### config.mk
export PLATFORM = sky130hd
export DESIGN_NAME = alu_issue_stage
export DESIGN_NICKNAME = d
export VERILOG_FILES = /design/src/rtl/alu_pkg.sv /design/src/rtl/alu_issue_decode.sv /design/src/rtl/alu_issue_stage.sv
export SDC_FILE = /design/constraint.sdc
export NUM_CORES = 1
export LEC_CHECK = 0
export ABC_AREA = 1
export CORE_MARGIN = 4
export CORE_UTILIZATION = 45
export DETAILED_ROUTE_END_ITERATION = 12
export PLACE_DENSITY = 0.93
export SYNTH_ARGS = -nofsm -noshare
export SYNTH_HDL_FRONTEND = slang
export SYNTH_SLANG_ARGS = --single-unit
### constraint.sdc
create_clock -name clk -period 6.05 [get_ports clk]
set_input_delay 1.21 -clock clk [delete_from_list [all_inputs] [get_ports clk]]
set_output_delay 1.21 -clock clk [all_outputs]
set_load 0.005 [all_outputs]
### src/rtl/alu_pkg.sv
// Shared constants for the ALU issue stage: opcodes, ALU op codes,
// operand-2 selects and FSM state encodings.
package alu_pkg;

  localparam logic [3:0] OP_OR   = 4'd0;
  localparam logic [3:0] OP_ADD  = 4'd1;
  localparam logic [3:0] OP_SUB  = 4'd2;
  localparam logic [3:0] OP_CMP  = 4'd3;
  localparam logic [3:0] OP_ORI  = 4'd4;
  localparam logic [3:0] OP_ADDI = 4'd5;
  localparam logic [3:0] OP_BZ   = 4'd6;
  localparam logic [3:0] OP_BLTZ = 4'd7;
  localparam logic [3:0] OP_NOP  = 4'd8;

  localparam logic [1:0] ALU_OR  = 2'b00;
  localparam logic [1:0] ALU_ADD = 2'b01;
  localparam logic [1:0] ALU_SUB = 2'b10;
  localparam logic [1:0] ALU_CMP = 2'b11;

  localparam logic [1:0] IMM_NONE = 2'd0;
  localparam logic [1:0] IMM_ZEXT = 2'd1;
  localparam logic [1:0] IMM_SEXT = 2'd2;

  typedef enum logic {
    ST_RUN      = 1'b0,
    ST_CMP_PEND = 1'b1
  } state_t;

endpackage

### src/rtl/alu_issue_decode.sv
// Combinational opcode decode: ALU op, operand-2 select, branch class
// and illegal-opcode detection.
module alu_issue_decode
  import alu_pkg::*;
(
  input  logic [3:0] opcode,
  output logic [1:0] alu_op,
  output logic [1:0] imm_sel,
  output logic       issue,
  output logic       is_branch,
  output logic       br_on_neg,
  output logic       illegal
);

  always_comb begin
    alu_op    = ALU_OR;
    imm_sel   = IMM_NONE;
    issue     = 1'b0;
    is_branch = 1'b0;
    br_on_neg = 1'b0;
    illegal   = 1'b0;
    case (opcode)
      OP_OR:   issue = 1'b1;
      OP_ADD:  begin alu_op = ALU_ADD; issue = 1'b1; end
      OP_SUB:  begin alu_op = ALU_SUB; issue = 1'b1; end
      OP_CMP:  begin alu_op = ALU_CMP; issue = 1'b1; end
      OP_ORI:  begin imm_sel = IMM_ZEXT; issue = 1'b1; end
      OP_ADDI: begin alu_op = ALU_ADD; imm_sel = IMM_SEXT; issue = 1'b1; end
      OP_BZ:   is_branch = 1'b1;
      OP_BLTZ: begin is_branch = 1'b1; br_on_neg = 1'b1; end
      OP_NOP:  illegal = 1'b0;
      default: illegal = 1'b1;
    endcase
  end

endmodule

### src/rtl/alu_issue_stage.sv
// ALU issue stage: registers decoded operands into EX, tracks compare flags
// and resolves BZ/BLTZ. Define ALU_ISSUE_FLAG_FWD_EN to forward live flags.
//
// state       | meaning
// ST_RUN      | no compare awaiting its flags
// ST_CMP_PEND | a CMP sits in EX; its flags are not yet in zf/nf
module alu_issue_stage #(
  parameter int n = 32
) (
  input  logic         clk,
  input  logic         reset,
  input  logic         in_valid,
  output logic         in_ready,
  input  logic [3:0]   in_opcode,
  input  logic [n-1:0] in_rs,
  input  logic [n-1:0] in_rt,
  input  logic [15:0]  in_imm,
  input  logic         stall,
  input  logic         flush,
  output logic [n-1:0] alu_in1,
  output logic [n-1:0] alu_in2,
  output logic [1:0]   alu_op,
  output logic         ex_valid,
  input  logic         alu_zero,
  input  logic         alu_neg,
  output logic         br_taken,
  output logic         illegal_op
);
  import alu_pkg::*;

  logic [1:0]   dec_alu_op;
  logic [1:0]   dec_imm_sel;
  logic         dec_issue;
  logic         dec_branch;
  logic         dec_br_neg;
  logic         dec_illegal;
  state_t       state;
  logic         zf, nf, flags_valid;
  logic         branch_block;
  logic         br_zero, br_neg, br_flags_ok;
  logic         accept, flag_load, take_branch;
  logic [n-1:0] op2_next;

  alu_issue_decode u_decode (
    .opcode    (in_opcode),
    .alu_op    (dec_alu_op),
    .imm_sel   (dec_imm_sel),
    .issue     (dec_issue),
    .is_branch (dec_branch),
    .br_on_neg (dec_br_neg),
    .illegal   (dec_illegal)
  );

`ifdef ALU_ISSUE_FLAG_FWD_EN
  // The CMP in EX is valid whenever we are in ST_CMP_PEND, so its live flags are usable.
  assign branch_block = 1'b0;
  always_comb begin
    if (state == ST_CMP_PEND) begin
      br_zero     = alu_zero;
      br_neg      = alu_neg;
      br_flags_ok = 1'b1;
    end else begin
      br_zero     = zf;
      br_neg      = nf;
      br_flags_ok = flags_valid;
    end
  end
`else
  assign branch_block = (state == ST_CMP_PEND) && dec_branch;
  assign br_zero      = zf;
  assign br_neg       = nf;
  assign br_flags_ok  = flags_valid;
`endif

  assign in_ready    = !reset && !stall && !flush && !branch_block;
  assign accept      = in_valid && in_ready;
  assign flag_load   = ex_valid && (alu_op == ALU_CMP) && !flush;
  assign take_branch = accept && dec_branch && br_flags_ok &&
                       (dec_br_neg ? br_neg : br_zero);

  always_comb begin
    case (dec_imm_sel)
      IMM_ZEXT: op2_next = {{(n-16){1'b0}}, in_imm};
      IMM_SEXT: op2_next = {{(n-16){in_imm[15]}}, in_imm};
      default:  op2_next = in_rt;
    endcase
  end

  always_ff @(posedge clk) begin
    if (reset) begin
      alu_in1     <= '0;
      alu_in2     <= '0;
      alu_op      <= ALU_OR;
      ex_valid    <= 1'b0;
      br_taken    <= 1'b0;
      illegal_op  <= 1'b0;
      zf          <= 1'b0;
      nf          <= 1'b0;
      flags_valid <= 1'b0;
      state       <= ST_RUN;
    end else begin
      if (flag_load) begin
        zf          <= alu_zero;
        nf          <= alu_neg;
        flags_valid <= 1'b1;
      end
      if (accept && dec_illegal) illegal_op <= 1'b1;
      if (flush) begin
        ex_valid <= 1'b0;
        br_taken <= 1'b0;
        state    <= ST_RUN;
      end else if (stall) begin
        br_taken <= 1'b0;
      end else begin
        br_taken <= take_branch;
        if (accept && dec_issue) begin
          alu_in1  <= in_rs;
          alu_in2  <= op2_next;
          alu_op   <= dec_alu_op;
          ex_valid <= 1'b1;
        end else begin
          ex_valid <= 1'b0;
        end
        if (accept && dec_issue && (dec_alu_op == ALU_CMP)) state <= ST_CMP_PEND;
        else                                                 state <= ST_RUN;
      end
    end
  end

endmodule

Yosys cells after proc, flatten, opt, wreduce, memory -nomap -nowiden
Cells that the tools add are included.
{"block": "word_totals", "register_bits": 73, "output_inout_bits": 70, "input_bits": 91, "elab_cells": 59}
{"block": "classes", "n_eq_ne": 12, "n_bitwise": 2, "reduce_logical": 25, "muxes": 10}
{"operator": "$pmux 32 s2", "n": 1}
{"operator": "$eq 4x3->1 const B", "n": 4}
{"operator": "$logic_and 1x1->1", "n": 13}
{"operator": "$reduce_or 9->1", "n": 1}
{"operator": "$eq 4x2->1 const B", "n": 2}
{"operator": "$mux 1", "n": 7}
{"operator": "$eq 2x2->1 const B", "n": 3}
{"operator": "$pmux 2 s3", "n": 1}
{"operator": "$reduce_or 2->1", "n": 3}
{"operator": "$reduce_or 6->1", "n": 1}
{"operator": "$eq 4x1->1 const B", "n": 1}
{"operator": "$eq 4x4->1 const B", "n": 1}
{"operator": "$logic_not 1->1", "n": 4}
{"operator": "$logic_not 4->1", "n": 1}
{"operator": "$pmux 2 s2", "n": 1}
{"operator": "$reduce_and 3->1", "n": 1}
{"operator": "$reduce_or 3->1", "n": 1}
{"operator": "$eq 2x1->1 const B", "n": 1}
{"operator": "$not 1->1", "n": 2}

Depth between registers and ports, before layout
{"block": "depth", "ltp_word": 10, "mapped_depth": 13, "ltp_nobuf": 11}

Modules after synthesis
From an unflattened synthesis, not the netlist that was laid out.
{"block": "hier_totals", "hier_cells": 582, "area_unflattened_um2": 3590.9}
{"mod": "alu_issue_stage", "area_per_inst_um2": 3517.1, "instances": 1, "cells_each": 563}
{"mod": "alu_issue_decode", "area_per_inst_um2": 73.8, "instances": 1, "cells_each": 19}

Worst setup path before layout
No wires, ideal clock.
{"block": "synth_path", "path_type": "input to output", "startpoint": "in reset", "endpoint": "out in_ready", "arrival_time_ns": 1.618, "path_stages": 5, "t_required_ns": 4.840, "path_slack_ns": 3.222, "n_path_buf": 0, "path_cell_list": "inv_2 > nand2_1 > nor2_2 > nand2_1 > inv_1"}
{"block": "synth_between", "elab_chain_len": 4}
{"item": "from (decl)", "line_no": "alu_issue_stage.sv:11", "source": "input logic reset,"}
{"item": "$logic_not 1->1", "line_no": "alu_issue_stage.sv:75", "source": "assign in_ready = !reset && !stall && !flush && !branch_block;"}
{"item": "$logic_and 1x1->1 (3 in a row)", "line_no": "alu_issue_stage.sv:75"}
{"item": "to (decl)", "line_no": "alu_issue_stage.sv:13", "source": "output logic in_ready,"}
Every way passes these cells.

Worst setup path after layout
{"block": "layout_path", "startpoint": "in in_opcode[2]", "endpoint": "reg alu_in2[23]"}
{"block": "layout_between", "elab_chain_len": 9, "elab_cells_between_ends": 22, "classes_between": "eq/ne (9); mux (4); reduce/logical (9)"}
{"item": "from (decl)", "line_no": "alu_issue_stage.sv:14", "source": "input logic [3:0] in_opcode,"}
{"item": "$eq 4x3->1", "line_no": "alu_issue_decode.sv:22", "source": "case (opcode)"}
{"item": "$reduce_or 2->1 (no line)"}
{"item": "$mux 1", "line_no": "alu_issue_decode.sv:22"}
{"item": "$logic_and 1x1->1", "line_no": "alu_issue_stage.sv:69", "source": "assign branch_block = (state == ST_CMP_PEND) && dec_branch;"}
{"item": "$logic_not 1->1", "line_no": "alu_issue_stage.sv:75"}
{"item": "$logic_and 1x1->1", "line_no": "alu_issue_stage.sv:75"}
{"item": "$logic_and 1x1->1", "line_no": "alu_issue_stage.sv:76", "source": "assign accept = in_valid && in_ready;"}
{"item": "$logic_and 1x1->1", "line_no": "alu_issue_stage.sv:116", "source": "if (accept && dec_issue) begin"}
{"item": "$reduce_and 3->1 (no line)"}
{"item": "to (signal assigned)", "line_no": "alu_issue_stage.sv:118", "source": "alu_in2 <= op2_next;"}
{"item": "to (decl)", "line_no": "alu_issue_stage.sv:21", "source": "output logic [n-1:0] alu_in2,"}
Parallel ways exist; a longest one is shown, timed or not.
A chain may end at the register's enable or synchronous reset.

==> flow_metrics.env <==
export IMPL_end_kind="flip-flop"
export IMPL_synth_top_family_by_area="simple AND/OR/NAND/NOR gates"
export IMPL_htree_levels=3
export IMPL_synthesis_nets=661
export IMPL_min_to="br_zero$_SDFFE_PP0P_"
export IMPL_drive_gt1_frac=0.0293
export IMPL_ys_flop_type="dfxtp_1"
export IMPL_crit_fanout=84
export IMPL_regArea_um2=1460
export IMPL_fin_crit_sh=0.695
export IMPL_hold_start="br_zero$_SDFFE_PP0P_"
export IMPL_clkSinkCount=73
export IMPL_yosysMostFrequentCell="nand2_1"
export IMPL_syn_cell_area_um2=3440
export IMPL_final_cells=816
export IMPL_worstSkewPairLatency_ns=0.34
export IMPL_io_pins=161
export IMPL_vias_per_cell=4.48
export IMPL_cts_tree="built"
export IMPL_numPlacedInstances=800
export IMPL_synth_edf_count=0
export IMPL_min_period_ns=4.20
export IMPL_met3_usage=0.0758
export IMPL_start_kind="input pin"
export IMPL_grt_overflow=0
export IMPL_synth_compound_area_frac=0.0200
export IMPL_antenna_cells=0
export IMPL_initialDrtViolationCount=96
export IMPL_synth_xor_area_share=0
export IMPL_synth_top_cell_area_share=0.425
export IMPL_ir_worst_vdd_mv=0.131
export IMPL_netlist_top_cells_count="202 x nand2_1, 139 x nor2_1, 81 x inv_1"
export IMPL_r2r_end="alu_in2[23]$_SDFFE_PP0P_"
export IMPL_hold_path_class="flip-flop to flip-flop"
export IMPL_leakage_uw=0.00267
export IMPL_worstSetupPathType="input pin to flip-flop"
export IMPL_multi_input_area_um2=1530
export IMPL_dieArea_um2=9100
export IMPL_die_h_um=95.4
export IMPL_synth_mux_area_frac=0
export IMPL_grt_util_met1=0.224
export IMPL_r2r_start="state$_SDFFE_PP0N_"
export IMPL_worstRegToRegCells=6
export IMPL_grt_pass1_wl_um=14800
export IMPL_max_freq_mhz=238
export IMPL_drv_slew=0
export IMPL_syn_avg_cell_area_um2=6.06
export IMPL_fin_util=0.718
export IMPL_grt_total_usage=0.205
export IMPL_worst_pin_slew_ns=1.09
export IMPL_maxCapViolations=0
export IMPL_postRouteAntennaNets=0
export IMPL_fillers=581
export IMPL_synth_simple_area_share=0.413
export IMPL_synth_cell_types=22
export IMPL_cts_root_buf="clkbuf_8"
export IMPL_cts_setup_buffers=0
export IMPL_busiest_layer="met2"
export IMPL_cts_buffer_depth=2
export IMPL_r2r_slack_ns=3.73
export IMPL_arrival_ns=4.48
export IMPL_skew_ns=0.00634
export IMPL_outcome="finished, final reports clean"
export IMPL_core_area_um2=7330
export IMPL_nNetsFinal=806
export IMPL_drt_wl_total_um=9590
export IMPL_dp_hpwl_um=6960
export IMPL_synth_yosys_seq_area_share=0.425
export IMPL_use_met2=0.362
export IMPL_cts_hold_buf=0
export IMPL_slew_headroom=0.273
export IMPL_power_density_nw_per_um2=197
export IMPL_synth_seq_cells=73
export IMPL_fp_row_count=31
export IMPL_via_count=3659
export IMPL_gp_congestion=0.751
export IMPL_synth_async_reset_ratio=0
export IMPL_synth_largest_area_cell="dfxtp_1"
export IMPL_final_setup_viol_count=0
export IMPL_cp_data_required_time_ns=6.32
export IMPL_grt_max_degree=85
export IMPL_grt_pass1_vias=3477
export IMPL_grt_setup_unrepaired="false"
export IMPL_ctsResizeCount=0
export IMPL_hold_violations=0
export IMPL_min_path_cells=2
export IMPL_portBuffers=160
export IMPL_tns_ns=0
export IMPL_syn_inst=567
export IMPL_numCtsBuffers=9
export IMPL_clkTransAtPathRegs_ns=0.07
export IMPL_area_growth_pct=53.3
export IMPL_routedWlPerCell_um=11.8
export IMPL_synthAdderAreaFrac=0.0109
export IMPL_dieWidth_um=95.4
export IMPL_drc=0
export IMPL_ys_top_cells_by_area="dfxtp_1 43%, nand2_1 22%, nor2_1 15%, inv_1 8.8%, nand3_1 2.8%"
export IMPL_start_util=0.469
export IMPL_drt_pass1_iter_count=7
export IMPL_yosysWarningCount=0
export IMPL_antenna_found_initial=0
[layer usage]
metal,share of wire,vias up,routed length (um)
met4,0.013,0,128
met3,0.086,10,826
met1,0.40,1598,3840
met2,0.50,118,4800
li1,-,1933,-
met5,0,-,0
[layout make-up]
cell class / instances / area share
timing repair buffer: 163 / 0.308
clock inverter: 5 / 0.0152
multi-input combinational: 382 / 0.291
inverter: 83 / 0.0592
clock buffer: 11 / 0.0249
sequential: 73 / 0.278
tap: 99 / 0.0235
[logic make-up (layout without fill, tap and decap cells)]
family                     count (synthesis)  in the layout
buffers and inverters                    112            262
and+or+nand+nor                          366            366
adders and majority gates                  3              3
AOI/OAI and AO/OA                         13             13
DFF                                       73             73
[registers in the layout, indices dropped and copies added, names as in the netlist]
signal,cells
alu_in2,32
illegal_op,1
br_flags_ok,1
state,1
br_neg,1
ex_valid,1
alu_in1,32
br_zero,1
alu_op,2
br_taken,1
[worst max-delay path, stage by stage]
cell and delay [ns]:
clkdlybuf4s50_1 0.53, inv_1 0.09, nor2_1 0.20, inv_1 0.06
nor2_1 0.13, inv_1 0.08, ha_1 0.19, o21ai_1 0.18
nand4_4 0.86, buf_4 0.63, nand2_1 0.11, nand2_1 0.05
nor2_1 0.12
[layout by cell type, fill, tap and decap left out]
cell type        Yosys  routed
nand2_1            202     202
clkdlybuf4s50_1      0     160
nor2_1             139     139
inv_1               81      81
dfxtp_1             73      73
nand3_1             19      19
clkbuf_8             0       9
a21oi_1              7       7
nand4_1              3       3
o21ai_0              3       3
ha_1                 3       3
buf_4                1       3
clkinvlp_4           0       2
bufinv_16            0       2
clkbuf_1            12       2
inv_2                1       1
nor2_2               1       1
clkinv_1             1       1
o21ai_1              1       1
nand4_4              0       1
or2_2                1       1
a211oi_1             1       1
a31oi_1              1       1
clkinv_2             0       1
[stage by stage]
| stage | total power [uW] | cell area (um2) | worst slack (ns) | hold WS [ns] |
|---|---|---|---|---|
| global route | 1080 | 5270 | 1.58 | 0.470 |
| detailed placement | 640 | 5050 | 1.49 | 0.447 |
| floorplan | 553 | 3440 | 3.22 | 0.420 |
| CTS | 1050 | 5270 | 1.85 | 0.457 |
| finish | 1040 | 5270 | 1.85 | 0.451 |
| global placement | 637 | 5050 | 1.73 | 0.433 |
[power by group]
group          internal [uW]  switching (uW)  total [uW]
clock network            232             176         408
logic                   81.5            54.7         136
registers                489            4.57         493
total                    802             235        1040
[worst max path at each step]
stage,to,from,cells past startpoint
floorplan,in_ready,reset,5
global placement,alu_in2[16]$_SDFFE_PP0P_,in_opcode[2],13
detailed placement,alu_in2[23]$_SDFFE_PP0P_,in_opcode[2],13
CTS,alu_in2[23]$_SDFFE_PP0P_,in_opcode[2],13
global route,alu_in1[7]$_SDFFE_PP0P_,in_opcode[2],13
finish,alu_in2[23]$_SDFFE_PP0P_,in_opcode[2],13
Power figures use the tool's default switching activity.
